[src/rtl/ram_arbiter.sv]
`default_nettype none
// ============================================================================
// Module  : ram_arbiter
// Brief   : Two-requester round-robin arbiter with a bounded hold, sharing a
//           single-port 256x8 asynchronous-read RAM. Read data is returned
//           registered with a one-cycle valid strobe.
// Revision: 1.0 - initial release
// ============================================================================
module ram_arbiter #(
  parameter int MAX_HOLD = 4,
  parameter int CW       = 4
) (
  input  logic       clk,
  input  logic       rst,
  input  logic       a_req,
  input  logic       b_req,
  input  logic       a_we,
  input  logic       b_we,
  input  logic [7:0] a_addr,
  input  logic [7:0] b_addr,
  input  logic [7:0] a_wdata,
  input  logic [7:0] b_wdata,
  output logic       a_gnt,
  output logic       b_gnt,
  output logic [7:0] a_rdata,
  output logic [7:0] b_rdata,
  output logic       a_rvalid,
  output logic       b_rvalid,
  output logic [7:0] ram_addr,
  output logic [7:0] ram_data_o,
  input  logic [7:0] ram_data_i,
  output logic       wr_en
);

  typedef enum logic [1:0] {
    IDLE  = 2'd0,
    GNT_A = 2'd1,
    GNT_B = 2'd2
  } state_t;

  // Round-robin pointer encoding: which requester was granted most recently.
  localparam logic c_last_a = 1'b0;
  localparam logic c_last_b = 1'b1;

  localparam logic [CW:0] c_hold_max = (CW+1)'(MAX_HOLD);

  state_t        state_q, state_d;
  logic          last_q, last_d;
  logic [CW-1:0] hold_q, hold_d;
  logic [7:0]    a_rdata_q, b_rdata_q;
  logic          a_rvalid_q, b_rvalid_q;

  logic          xfer_a_w, xfer_b_w;
  logic [CW:0]   hold_inc_w;
  logic          limit_hit_w;
  logic [CW-1:0] hold_sat_w;

  assign a_gnt    = (state_q == GNT_A);
  assign b_gnt    = (state_q == GNT_B);
  assign a_rdata  = a_rdata_q;
  assign b_rdata  = b_rdata_q;
  assign a_rvalid = a_rvalid_q;
  assign b_rvalid = b_rvalid_q;

  assign xfer_a_w = a_gnt & a_req;
  assign xfer_b_w = b_gnt & b_req;

  // hold_inc_w is the transfer count including the one happening now; the
  // owner must yield once that reaches MAX_HOLD and the other side waits.
  assign hold_inc_w  = {1'b0, hold_q} + (CW+1)'(1);
  assign limit_hit_w = (hold_inc_w >= c_hold_max);
  assign hold_sat_w  = (hold_inc_w > c_hold_max) ? hold_q : hold_inc_w[CW-1:0];

  // Drive the RAM bus from the owner only while it is actually transferring.
  always_comb begin
    ram_addr   = 8'h00;
    ram_data_o = 8'h00;
    wr_en      = 1'b0;
    if (xfer_a_w) begin
      ram_addr   = a_addr;
      ram_data_o = a_wdata;
      wr_en      = a_we & ~rst;
    end else if (xfer_b_w) begin
      ram_addr   = b_addr;
      ram_data_o = b_wdata;
      wr_en      = b_we & ~rst;
    end
  end

  // Next-state, round-robin pointer and hold counter.
  always_comb begin
    state_d = state_q;
    last_d  = last_q;
    hold_d  = hold_q;
    unique case (state_q)
      IDLE: begin
        if (a_req && b_req) begin
          if (last_q == c_last_b) begin
            state_d = GNT_A;
            last_d  = c_last_a;
          end else begin
            state_d = GNT_B;
            last_d  = c_last_b;
          end
          hold_d = '0;
        end else if (a_req) begin
          state_d = GNT_A;
          last_d  = c_last_a;
          hold_d  = '0;
        end else if (b_req) begin
          state_d = GNT_B;
          last_d  = c_last_b;
          hold_d  = '0;
        end
      end
      GNT_A: begin
        if (a_req && (!b_req || !limit_hit_w)) begin
          hold_d = hold_sat_w;
        end else if (b_req) begin
          state_d = GNT_B;
          last_d  = c_last_b;
          hold_d  = '0;
        end else begin
          state_d = IDLE;
          hold_d  = '0;
        end
      end
      GNT_B: begin
        if (b_req && (!a_req || !limit_hit_w)) begin
          hold_d = hold_sat_w;
        end else if (a_req) begin
          state_d = GNT_A;
          last_d  = c_last_a;
          hold_d  = '0;
        end else begin
          state_d = IDLE;
          hold_d  = '0;
        end
      end
      default: begin
        state_d = IDLE;
        hold_d  = '0;
      end
    endcase
  end

  // Arbitration state registers.
  always_ff @(posedge clk) begin
    if (rst) begin
      state_q <= IDLE;
      last_q  <= c_last_b;
      hold_q  <= '0;
    end else begin
      state_q <= state_d;
      last_q  <= last_d;
      hold_q  <= hold_d;
    end
  end

  // Capture read data at the end of a read transfer and strobe valid once.
  always_ff @(posedge clk) begin
    if (rst) begin
      a_rdata_q  <= 8'h00;
      b_rdata_q  <= 8'h00;
      a_rvalid_q <= 1'b0;
      b_rvalid_q <= 1'b0;
    end else begin
      a_rvalid_q <= xfer_a_w & ~a_we;
      b_rvalid_q <= xfer_b_w & ~b_we;
      if (xfer_a_w && !a_we) begin
        a_rdata_q <= ram_data_i;
      end
      if (xfer_b_w && !b_we) begin
        b_rdata_q <= ram_data_i;
      end
    end
  end

endmodule
`default_nettype wire
[config.mk]
export PLATFORM = sky130hd
export DESIGN_NAME = ram_arbiter
export DESIGN_NICKNAME = d
export VERILOG_FILES = /design/src/rtl/ram_arbiter.sv
export SDC_FILE = /design/constraint.sdc
export NUM_CORES = 1
export LEC_CHECK = 0
export ABC_AREA = 1
export BUFFER_PORTS_ARGS = -buffer_cell sky130_fd_sc_hd__buf_2
export CAP_MARGIN = 20
export CELL_PAD_IN_SITES_DETAIL_PLACEMENT = 0
export CELL_PAD_IN_SITES_GLOBAL_PLACEMENT = 1
export CORE_ASPECT_RATIO = 2
export CORE_UTILIZATION = 31
export DETAILED_ROUTE_END_ITERATION = 16
export PLACE_DENSITY = 0.87
export SETUP_SLACK_MARGIN = 0.1
export SLEW_MARGIN = 20
export SYNTH_ARGS = -nofsm -noshare
export SYNTH_HDL_FRONTEND = slang
export SYNTH_SLANG_ARGS = --single-unit
[constraint.sdc]
create_clock -name clk -period 2.7 [get_ports clk]
set_clock_uncertainty 0.1 [all_clocks]
set_input_delay 0.81 -clock clk [delete_from_list [all_inputs] [get_ports clk]]
set_output_delay 0.81 -clock clk [all_outputs]
set_load 0.005 [all_outputs]
==> results of run 1 <==
layout make-up:
| type | count | share of cell area |
|---|---|---|
| Clock buffer | 4 | 0.0235 |
| Inverter | 25 | 0.0542 |
| Multi-Input combinational cell | 142 | 0.401 |
| Sequential cell | 25 | 0.261 |
| Tap cell | 54 | 0.0353 |
| Timing Repair Buffer | 84 | 0.224 |
critical path, delay by kind of cell, from the launching register on:
kind,cells,cell delay [ns]
and+or+nand+nor,3,0.32
buffers and inverters,3,0.38
DFF,1,0.33
adders and majority gates,1,0.24
cell usage in the layout, fill, tap and decap left out, types with 3 or more instances in the layout:
cell type and n:
a21oi_1 10, buf_2 82, clkbuf_8 3, dfxtp_1 25, ha_1 4, inv_1 20
nand2_1 52, nand3_1 28, nand4_1 4, nor2_1 15, o21ai_0 10, o21ai_2 5
synthesized netlist by cell type, drive strengths merged:
cell,instances,area share
ha,6,0.054
o21ai,16,0.071
nand3,30,0.12
xor2,1,0.0063
a21oi,10,0.036
dfxtp,25,0.36
nand4,4,0.018
o211ai,1,0.0090
a211oi,1,0.0054
buf,5,0.019
nand2,55,0.16
nor2,18,0.067
inv,25,0.073
cell families (layout without fill, tap and decap cells):
family | Yosys count | after routing | share of synthesized area
buf+inv | 30 | 113 | 0.0917
xor+xnor | 1 | 1 | 0.00630
flops | 25 | 25 | 0.360
compound gates | 28 | 28 | 0.121
simple gates | 107 | 107 | 0.367
fa+ha+maj | 6 | 6 | 0.0540
routing by layer:
layer	up-vias	GRT usage	routed length (um)	share of wire
met5	-	0	0	0
met4	0	0.0769	87	0.023
met3	7	0.0377	323	0.085
met2	79	0.342	2030	0.53
met1	654	0.153	1380	0.36
li1	803	-	-	-
metrics by stage:
stage,hold WS (ns),power (mW),instance area (um2),util
after floorplan,0.344,0.835,1390,-
after global placement,0.363,1.04,1860,0.428
final,0.373,1.25,1910,0.441
after detailed placement,0.366,1.04,1860,0.428
after global routing,0.399,1.36,1910,0.441
after CTS,0.380,1.26,1900,0.439
what timing repair did:
item / in CTS / in global routing
endpoints found under the setup margin: 0 / 17
gates resized for setup: 0 / 4
buffers inserted: 0 / 0
how the worst max path moves through the flow:
stage / from / endpoint
after CTS: state_q[1] / ram_addr[5]
after global placement: a_req / ram_addr[5]
after floorplan: a_req / ram_addr[0]
after detailed placement: a_req / ram_addr[5]
after global routing: state_q[0] / ram_addr[2]
final: state_q[1] / ram_addr[1]
state kept, by name, summed over array words and instances, names as in the netlist:
| register | cells |
|---|---|
| b_rdata | 8 |
| state_q | 2 |
| a_rvalid | 1 |
| last_q | 1 |
| b_rvalid | 1 |
| hold_q | 4 |
| a_rdata | 8 |
report_power, final:
part           internal, mW  switching [mW]
clock                 0.105           0.111
combinational         0.244           0.345
sequential            0.418          0.0307
==> summary.md, run 1 <==
| Metric | Value |
|---|---|
| ANT cells | `0` |
| Worst r2r src | `state_q[0]` |
| Fin cells | `334` |
| Netlist cell types | `26` |
| H-tree depth | `1` |
| Multi-input gate area | `768 um2` |
| Outcome | `finished, final reports clean` |
| Total track usage | `0.172` |
| First-pass GRT wire length | `6490 um` |
| Core area | `4340 um2` |
| Seq. cell area | `500 um2` |
| Crit path max-delay cell type | `dfxtp_1` |
| Period utilisation layout | `0.911` |
| Area Growth Syn to Fin | `37.6%` |
| Hold Path Depth | `2` |
| TritonCTS buffer count | `3` |
| Critical path peak fanout | `19` |
| Die Y | `96.7 um` |
| R2R setup slack | `1.08 ns` |
| Row count | `34` |
| Placed Cells | `330` |
| Port Buffers | `82` |
| Register area share after synthesis | `0.360` |
| Number of fill cells in the layout | `470` |
| WP data required | `1.79 ns` |
| Mapped Avg Cell Area | `7.06 um2` |
| Synth warn | `0` |
| Final setup viols | `0` |
| FF+latch count, synth | `25` |
| Reg-to-reg endpoint | `b_rdata[0]` |
| Root buffer cell | `clkbuf_8` |
| Pre-CTS WS | `0.208 ns` |
| Critical path capture point type | `primary output` |
| Final GP Congestion | `0.774` |
| Number of global-route vias before repair | `1528` |
| Setup WS post-layout | `0.241 ns` |
| Max Fclk | `407 MHz` |
| Worst Hold Launch | `a_rdata[5]` |
| Post-Syn Area | `1390 um2` |
| Via density per instance | `4.62` |
| Pin count of the biggest net entering global routing | `20` |
| Setup CP Type | `flop to primary output` |
| Antenna-violating nets left | `0` |
| Share of cells above drive strength 1 | `0.386` |
| Worst hold endpoint | `a_rdata[5]` |
| Clock sink count | `25` |
| Fin nets | `333` |
| Worst Hold Class | `flop to flop` |
| Gate count after technology mapping | `197` |
| Hold buffer count at cts | `0` |
| Initial antenna violation count | `0` |
| Startpoint Class | `flop` |
| Clock transition at the registers of the reported paths | `0.08 ns` |
| Die footprint | `4780 um2` |
| Detailed-router iteration count before antenna repair | `4` |
| Final slew viol count | `0` |
| WL/cell | `11.4 um` |
| DRC Markers | `0` |
| Max-Cap Viols | `0` |
| Worst path most repeated cell | `nand2_1` |
| Setup TNS | `0 ns` |
| Worst-path cell chain | `inv_1 > ha_2 > nand2_4 > inv_6 > nand2_1 > nand2_1 > buf_2` |
| Initial DRC Count | `12` |
| Bufs on Longest Clock Path | `2` |
| VDD IR max | `0.519 mV` |
| CP arrival | `1.55 ns` |
| Slew margin rel. | `0.783` |
| Slowest stage delay, CP | `0.33 ns` |
| RSZ-0062 raised after global routing | `no` |
| Total gr overflow | `0` |
| R2r worst-path depth | `7` |
| Net Count, Synth | `249` |
| DRT Wirelength | `3820 um` |
| Worst Max-Slew Pin Slew | `0.326 ns` |
| Worst skew pair latency | `0.26 ns` |
| P_leak | `1.11 nW` |
| I/O Pins | `83` |
| Vias | `1543` |
| Final HPWL DP | `3150 um` |
| Initial core utilization | `0.321` |
| Final Hold Viols | `0` |
| Die W | `49.4 um` |
| P per Cell Area | `655 nW/um2` |
| TritonCTS clock tree | `done` |
| Period minus WS final | `2.46 ns` |
(Power assumes the default switching activity.)
==> run 2: changes to the inputs <==
--- a/config.mk
+++ b/config.mk
@@ -5,7 +5,7 @@
 export SDC_FILE = /design/constraint.sdc
 export NUM_CORES = 1
 export LEC_CHECK = 0
-export ABC_AREA = 1
+export ABC_AREA = 0
 export BUFFER_PORTS_ARGS = -buffer_cell sky130_fd_sc_hd__buf_2
 export CAP_MARGIN = 20
 export CELL_PAD_IN_SITES_DETAIL_PLACEMENT = 0
@@ -19,3 +19,4 @@
 export SYNTH_ARGS = -nofsm -noshare
 export SYNTH_HDL_FRONTEND = slang
 export SYNTH_SLANG_ARGS = --single-unit
+export TNS_END_PERCENT = 50
==> run 2 against run 1 <==
Net effect:
- largest cell class unchanged
- sequential share of layout area up 1.2 points
- global-route usage fell by 0.88 points
- critical path depth unchanged
- cell area shrank 3.6%
- flip-flop and latch count stayed put
==> summary.md, run 2 <==
| Metric | Value |
|---|---|
| Outcome | `finished, final reports clean` |
| VDD IR max | `0.336 mV` |
| FF+latch count, synth | `25` |
| Core area | `3920 um2` |
| Root buffer cell | `clkbuf_8` |
| Worst hold margin | `0.353 ns` |
| Fin util | `0.470` |
| R2R setup slack | `0.81 ns` |
| Detailed-router iteration count before antenna repair | `4` |
| CP arrival | `1.60 ns` |
| Bufs on Longest Clock Path | `2` |
| Number of global-route vias before repair | `1154` |
| Period minus WS final | `2.51 ns` |
| Final slew viol count | `0` |
| First-pass GRT wire length | `5340 um` |
| Initial DRC Count | `29` |
| Fin cells | `289` |
| Setup CP Type | `flop to primary output` |
| Die Y | `93.1 um` |
| Total gr overflow | `0` |
| H-tree depth | `1` |
| TritonCTS clock tree | `done` |
| Synth top area cells | `dfxtp_1, a22o_1, nand2_1` |
| Post-Syn Area | `1290 um2` |
| P_leak | `0.902 nW` |
| Pwr Total | `1.08 mW` |
| Startpoint Class | `flop` |
| Post-synth EDFFs | `0` |
| Worst r2r src | `state_q[1]` |
| Max-Cap Viols | `0` |
| Critical path capture point type | `primary output` |
| Count leader, synth | `nand2_1` |
| Final HPWL DP | `2920 um` |
| Row count | `32` |
| Seq. cell area | `504 um2` |
| DRC Markers | `0` |
| Critical path peak fanout | `12` |
| Via density per instance | `4.77` |
| TritonCTS buffer count | `3` |
| Worst Hold Class | `flop to flop` |
| Initial antenna violation count | `0` |
| Fin nets | `291` |
| Initial core utilization | `0.328` |
| RSZ-0062 raised after global routing | `no` |
| Area Growth Syn to Fin | `43.5%` |
| Netlist cell types | `32` |
| Pin count of the biggest net entering global routing | `24` |
| WL/cell | `12.3 um` |
| Share of cells above drive strength 1 | `0.433` |
| Port Buffers | `82` |
| Commonest non-fill, non-tap cell in the layout | `buf_2` |
| P per Cell Area | `585 nW/um2` |
| Placed Cells | `284` |
| Hold buffer count at cts | `0` |
| Async S/R FF share, synth | `0` |
| Slew margin rel. | `0.644` |
| Die W | `47.5 um` |
| Most frequent cells after synthesis | `nand2_1, dfxtp_1, a21oi_1` |
| Top FF cell, synth | `dfxtp_1` |
| Worst Max-Slew Pin Slew | `0.534 ns` |
| Clock sink count | `25` |
| Post-synth top area cell | `dfxtp_1` |
| R2r worst-path depth | `7` |
| Max Fclk | `399 MHz` |
| Post-synth top area share | `0.389` |
| Worst skew pair latency | `0.27 ns` |
| ANT cells | `0` |
| Net Count, Synth | `206` |
| WP data required | `1.79 ns` |
| Period utilisation layout | `0.928` |
| Multi-input gate area | `742 um2` |
| Final Hold Viols | `0` |
| Most frequent cells in the layout | `buf_2, nand2_1, dfxtp_1, a21oi_1, a22o_1` |
| I/O Pins | `83` |
| DRT Wirelength | `3550 um` |
| Worst hold endpoint | `a_rdata[2]` |
| Mapped Avg Cell Area | `8.35 um2` |
| Hold Path Depth | `2` |
| Vias | `1379` |
| Worst Hold Launch | `a_rdata[2]` |
| Synth warn | `0` |
| Total track usage | `0.163` |
| Die footprint | `4430 um2` |
| Setup TNS | `0 ns` |
| Final GP Congestion | `0.785` |
| Clock transition at the registers of the reported paths | `0.08 ns` |
| Antenna-violating nets left | `0` |
| Number of fill cells in the layout | `436` |
| Gate count after technology mapping | `154` |
| Reg-to-reg endpoint | `a_rdata[5]` |
| Final setup viols | `0` |
| Register area share after synthesis | `0.389` |
run 2: cell count changes after synthesis, sizes merged, moves of 3 or more:
| cell | before | now |
|---|---|---|
| a21oi | 10 | 18 |
| a22o | 0 | 17 |
| inv | 25 | 3 |
| or3 | 0 | 3 |
| nor2 | 18 | 12 |
| nand4 | 4 | 0 |
| nand3 | 30 | 0 |
| o21ai | 16 | 1 |
| clkbuf | 0 | 3 |
| nand2 | 55 | 36 |
| nand2b | 0 | 5 |
run 2: final cells by class:
class | count | share of cell area
Multi-Input combinational cell | 117 | 0.402
Sequential cell | 25 | 0.273
Timing Repair Buffer | 89 | 0.260
Tap cell | 51 | 0.0346
Clock buffer | 4 | 0.0244
Inverter | 3 | 0.00610
run 2: how the worst max path moves through the flow:
| stage | slack (ns) | startpoint | end | depth (start not counted) |
|---|---|---|---|---|
| floorplan | 0.17 | a_req | ram_addr[0] | 5 |
| global placement | 0.13 | a_req | ram_data_o[6] | 5 |
| detailed placement | 0.12 | a_req | ram_data_o[6] | 5 |
| CTS | 0.12 | state_q[1] | ram_data_o[6] | 6 |
| global route | 0.11 | state_q[1] | ram_data_o[7] | 7 |
| finish | 0.19 | state_q[1] | ram_data_o[6] | 7 |
run 2: per-stage QoR:
step	instance area [um2]	worst slack, ns
final	1850	0.194
after global routing	1850	0.111
after CTS	1820	0.124
after detailed placement	1770	0.124
after global placement	1770	0.134
after floorplan	1290	0.169
run 2: cells by family (layout without fill, tap and decap cells):
group,Yosys count,after routing,synth area share
AO/OA/AOI/OAI,44,44,0.244
AND/OR/NAND/NOR,64,64,0.238
buffers and inverters,12,96,0.0477
flip-flops,25,25,0.389
multiplexers,2,2,0.0156
adder cells (fa/ha/maj),6,6,0.0584
XOR/XNOR,1,1,0.00681
run 2: layer usage:
| metal | wire, um | part of all wire | track usage | up-vias |
|---|---|---|---|---|
| met1 | 1480 | 0.42 | 0.200 | 638 |
| met4 | 78 | 0.022 | 0.0718 | 0 |
| li1 | - | - | - | 699 |
| met5 | 0 | 0 | 0 | - |
| met2 | 1870 | 0.53 | 0.272 | 33 |
| met3 | 123 | 0.035 | 0.0154 | 9 |
run 2: power breakdown:
| group | internal (mW) | switching (mW) |
|---|---|---|
| clock network | 0.105 | 0.109 |
| logic | 0.229 | 0.208 |
| registers | 0.404 | 0.0245 |
| total | 0.738 | 0.341 |
run 2: critical path, cell delays in order, from the launching register on:
cell and delay [ns]:
dfxtp_4 0.36, buf_4 0.14, ha_4 0.17, nand2_1 0.15, nor2_4 0.06, buf_12 0.14
a22o_1 0.18, buf_2 0.12
run 2: timing repair:
| item | CTS | global route |
|---|---|---|
| endpoints found under the setup margin | 17 | 17 |
| buffers inserted | 0 | 1 |
| resized for setup | 4 | 4 |
| pin swaps | 1 | 1 |
==> run 3: changes to the inputs <==
--- a/config.mk
+++ b/config.mk
@@ -11,9 +11,9 @@
 export CELL_PAD_IN_SITES_DETAIL_PLACEMENT = 0
 export CELL_PAD_IN_SITES_GLOBAL_PLACEMENT = 1
 export CORE_ASPECT_RATIO = 2
-export CORE_UTILIZATION = 31
+export CORE_UTILIZATION = 26
 export DETAILED_ROUTE_END_ITERATION = 16
-export PLACE_DENSITY = 0.87
+export PLACE_DENSITY = 0.78
 export SETUP_SLACK_MARGIN = 0.1
 export SLEW_MARGIN = 20
 export SYNTH_ARGS = -nofsm -noshare
==> constraint.sdc (replaced) <==
create_clock -name clk -period 2.2 [get_ports clk]
set_clock_uncertainty 0.1 [all_clocks]
set_input_delay 0.66 -clock clk [delete_from_list [all_inputs] [get_ports clk]]
set_output_delay 0.66 -clock clk [all_outputs]
set_load 0.005 [all_outputs]
==> run 3 against run 2 <==
Net effect:
- the run now ends with negative setup slack left
- flip-flop and latch count is the same
- core utilization shrank 5.2 points
- critical path depth is the same
- combinational power grew 39%
- die area grew 19%
- first-iteration DRC count shrank 41%
- cell area grew 6.2%
==> summary.md, run 3 (synthesis gave the netlist of run 2 again) <==
| Metric | Value |
|---|---|
| Outcome | `finished, violations left` |
| Failing checks | `negative setup slack` |
| RSZ-0062 raised after global routing | `yes` |
| Critical path peak fanout | `4` |
| Max Fclk | `444 MHz` |
| Initial antenna violation count | `0` |
| ANT cells | `0` |
| Worst hold endpoint | `b_rdata[4]` |
| Fin nets | `300` |
| Setup CP Type | `flop to primary output` |
| Root buffer cell | `clkbuf_8` |
| Crit path max-delay cell type | `dfxtp_4` |
| Clock sink count | `25` |
| Total track usage | `0.142` |
| Cell family with the largest share of critical-path delay | `flip-flops` |
| Fin cells | `302` |
| Setup WS post-layout | `-0.0537 ns` |
| WP data required | `1.44 ns` |
| Worst Hold Launch | `b_rdata[4]` |
| Vias | `1370` |
| Worst Max-Slew Pin Slew | `0.571 ns` |
| Initial DRC Count | `17` |
| Final Hold Viols | `0` |
| Pin count of the biggest net entering global routing | `24` |
| Bufs and invs on worst path | `3` |
| WL/cell | `12.0 um` |
| Worst-path cell chain | `inv_4 > ha_4 > and2_4 > nor2_4 > buf_4 > a22o_1 > buf_2` |
| Slowest stage delay, CP | `0.37 ns` |
| DRC Markers | `0` |
| H-tree depth | `1` |
| Antenna-violating nets left | `0` |
| Reg-to-reg endpoint | `hold_q[1]` |
| DRT Wirelength | `3620 um` |
| Final slew viol count | `0` |
| TritonCTS buffer count | `3` |
| Worst r2r src | `state_q[1]` |
| Most frequent cells in the layout | `buf_2, nand2_1, dfxtp_1, a21oi_1, a22o_1` |
| Slew margin rel. | `0.618` |
| Period minus WS final | `2.25 ns` |
| R2r worst-path depth | `8` |
| Port Buffers | `82` |
| Hold buffer count at cts | `0` |
| TritonCTS clock tree | `done` |
| Worst Hold Class | `flop to flop` |
| Placed Cells | `294` |
| Period utilisation layout | `1.02` |
| Detailed-router iteration count before antenna repair | `4` |
| P_leak | `0.963 nW` |
| Critical path capture point type | `primary output` |
| I/O Pins | `83` |
| Die W | `51.7 um` |
| CP arrival | `1.49 ns` |
| Die Y | `101 um` |
| Startpoint Class | `flop` |
| Core area | `4690 um2` |
| Final HPWL DP | `2920 um` |
| VDD IR max | `0.359 mV` |
| Row count | `35` |
| Final GP Congestion | `0.837` |
| Final setup viols | `17` |
| Die footprint | `5250 um2` |
| Area Growth Syn to Fin | `52.3%` |
| Number of global-route vias before repair | `1314` |
| Pre-CTS WS | `-0.00596 ns` |
| First-pass GRT wire length | `5770 um` |
| Via density per instance | `4.54` |
| Total gr overflow | `0` |
| Max-Cap Viols | `0` |
| Clock transition at the registers of the reported paths | `0.09 ns` |
| Initial core utilization | `0.274` |
| P per Cell Area | `723 nW/um2` |
| Commonest non-fill, non-tap cell in the layout | `buf_2` |
| Bufs on Longest Clock Path | `2` |
| Worst skew pair latency | `0.26 ns` |
| Crit. path cell count | `7` |
| R2R setup slack | `0.29 ns` |
| Share of cells above drive strength 1 | `0.470` |
| Hold Path Depth | `2` |
[run 3: stage by stage]
| step | cell area [um2] | hold slack [ns] | total power [mW] | util | TNS (ns) |
|---|---|---|---|---|---|
| final | 1960 | 0.355 | 1.42 | 0.418 | -0.591 |
| after detailed placement | 1840 | 0.343 | 1.08 | 0.392 | -0.00596 |
| after CTS | 1920 | 0.357 | 1.39 | 0.409 | -0.902 |
| after floorplan | 1300 | 0.340 | 0.860 | - | 0 |
| after global routing | 1960 | 0.371 | 1.52 | 0.418 | -1.82 |
| after global placement | 1840 | 0.340 | 1.07 | 0.392 | -0.00493 |
[run 3: cell type report]
cell class	count	area (um2)
flip-flops and latches	25	508
fillers	496	2730
repair buffers	98	563
well taps	55	68.8
clock buffers	3	41.3
multi-input cells	117	759
inverters	3	13.8
clock inverters	1	5.00
[run 3: worst min-delay path: stages (launching register included)]
cell and delay, ns:
dfxtp_1 0.32, nand2_1 0.05, a21oi_1 0.05
[run 3: layer usage]
layer	global-route usage	wire, um
met5	0	0
met2	0.266	2010
met3	0.0135	115
met1	0.152	1410
met4	0.0665	77
[run 3: what timing repair did]
action | in CTS | in global routing
setup endpoints to repair | 17 | 17
setup buffers | 2 | 2
pin swaps | 1 | 2
gates resized for setup | 8 | 6
[run 3: how the worst max path moves through the flow]
stage	from	endpoint	slack [ns]
3_3_place_gp	a_req	ram_addr[0]	-0.005
5_1_grt	state_q[0]	ram_data_o[2]	-0.13
3_5_place_dp	a_req	ram_addr[0]	-0.006
2_1_floorplan	a_req	ram_addr[0]	0.10
6_report	state_q[1]	ram_data_o[5]	-0.05
4_1_cts	state_q[1]	ram_addr[2]	-0.07
[run 3: power breakdown]
group / internal [mW] / leakage, nW / switching (mW) / total (mW)
combinational: 0.337 / 0.734 / 0.271 / 0.608
sequential: 0.498 / 0.204 / 0.0362 / 0.534
clock: 0.127 / 0.0255 / 0.147 / 0.273
total: 0.962 / 0.963 / 0.454 / 1.42
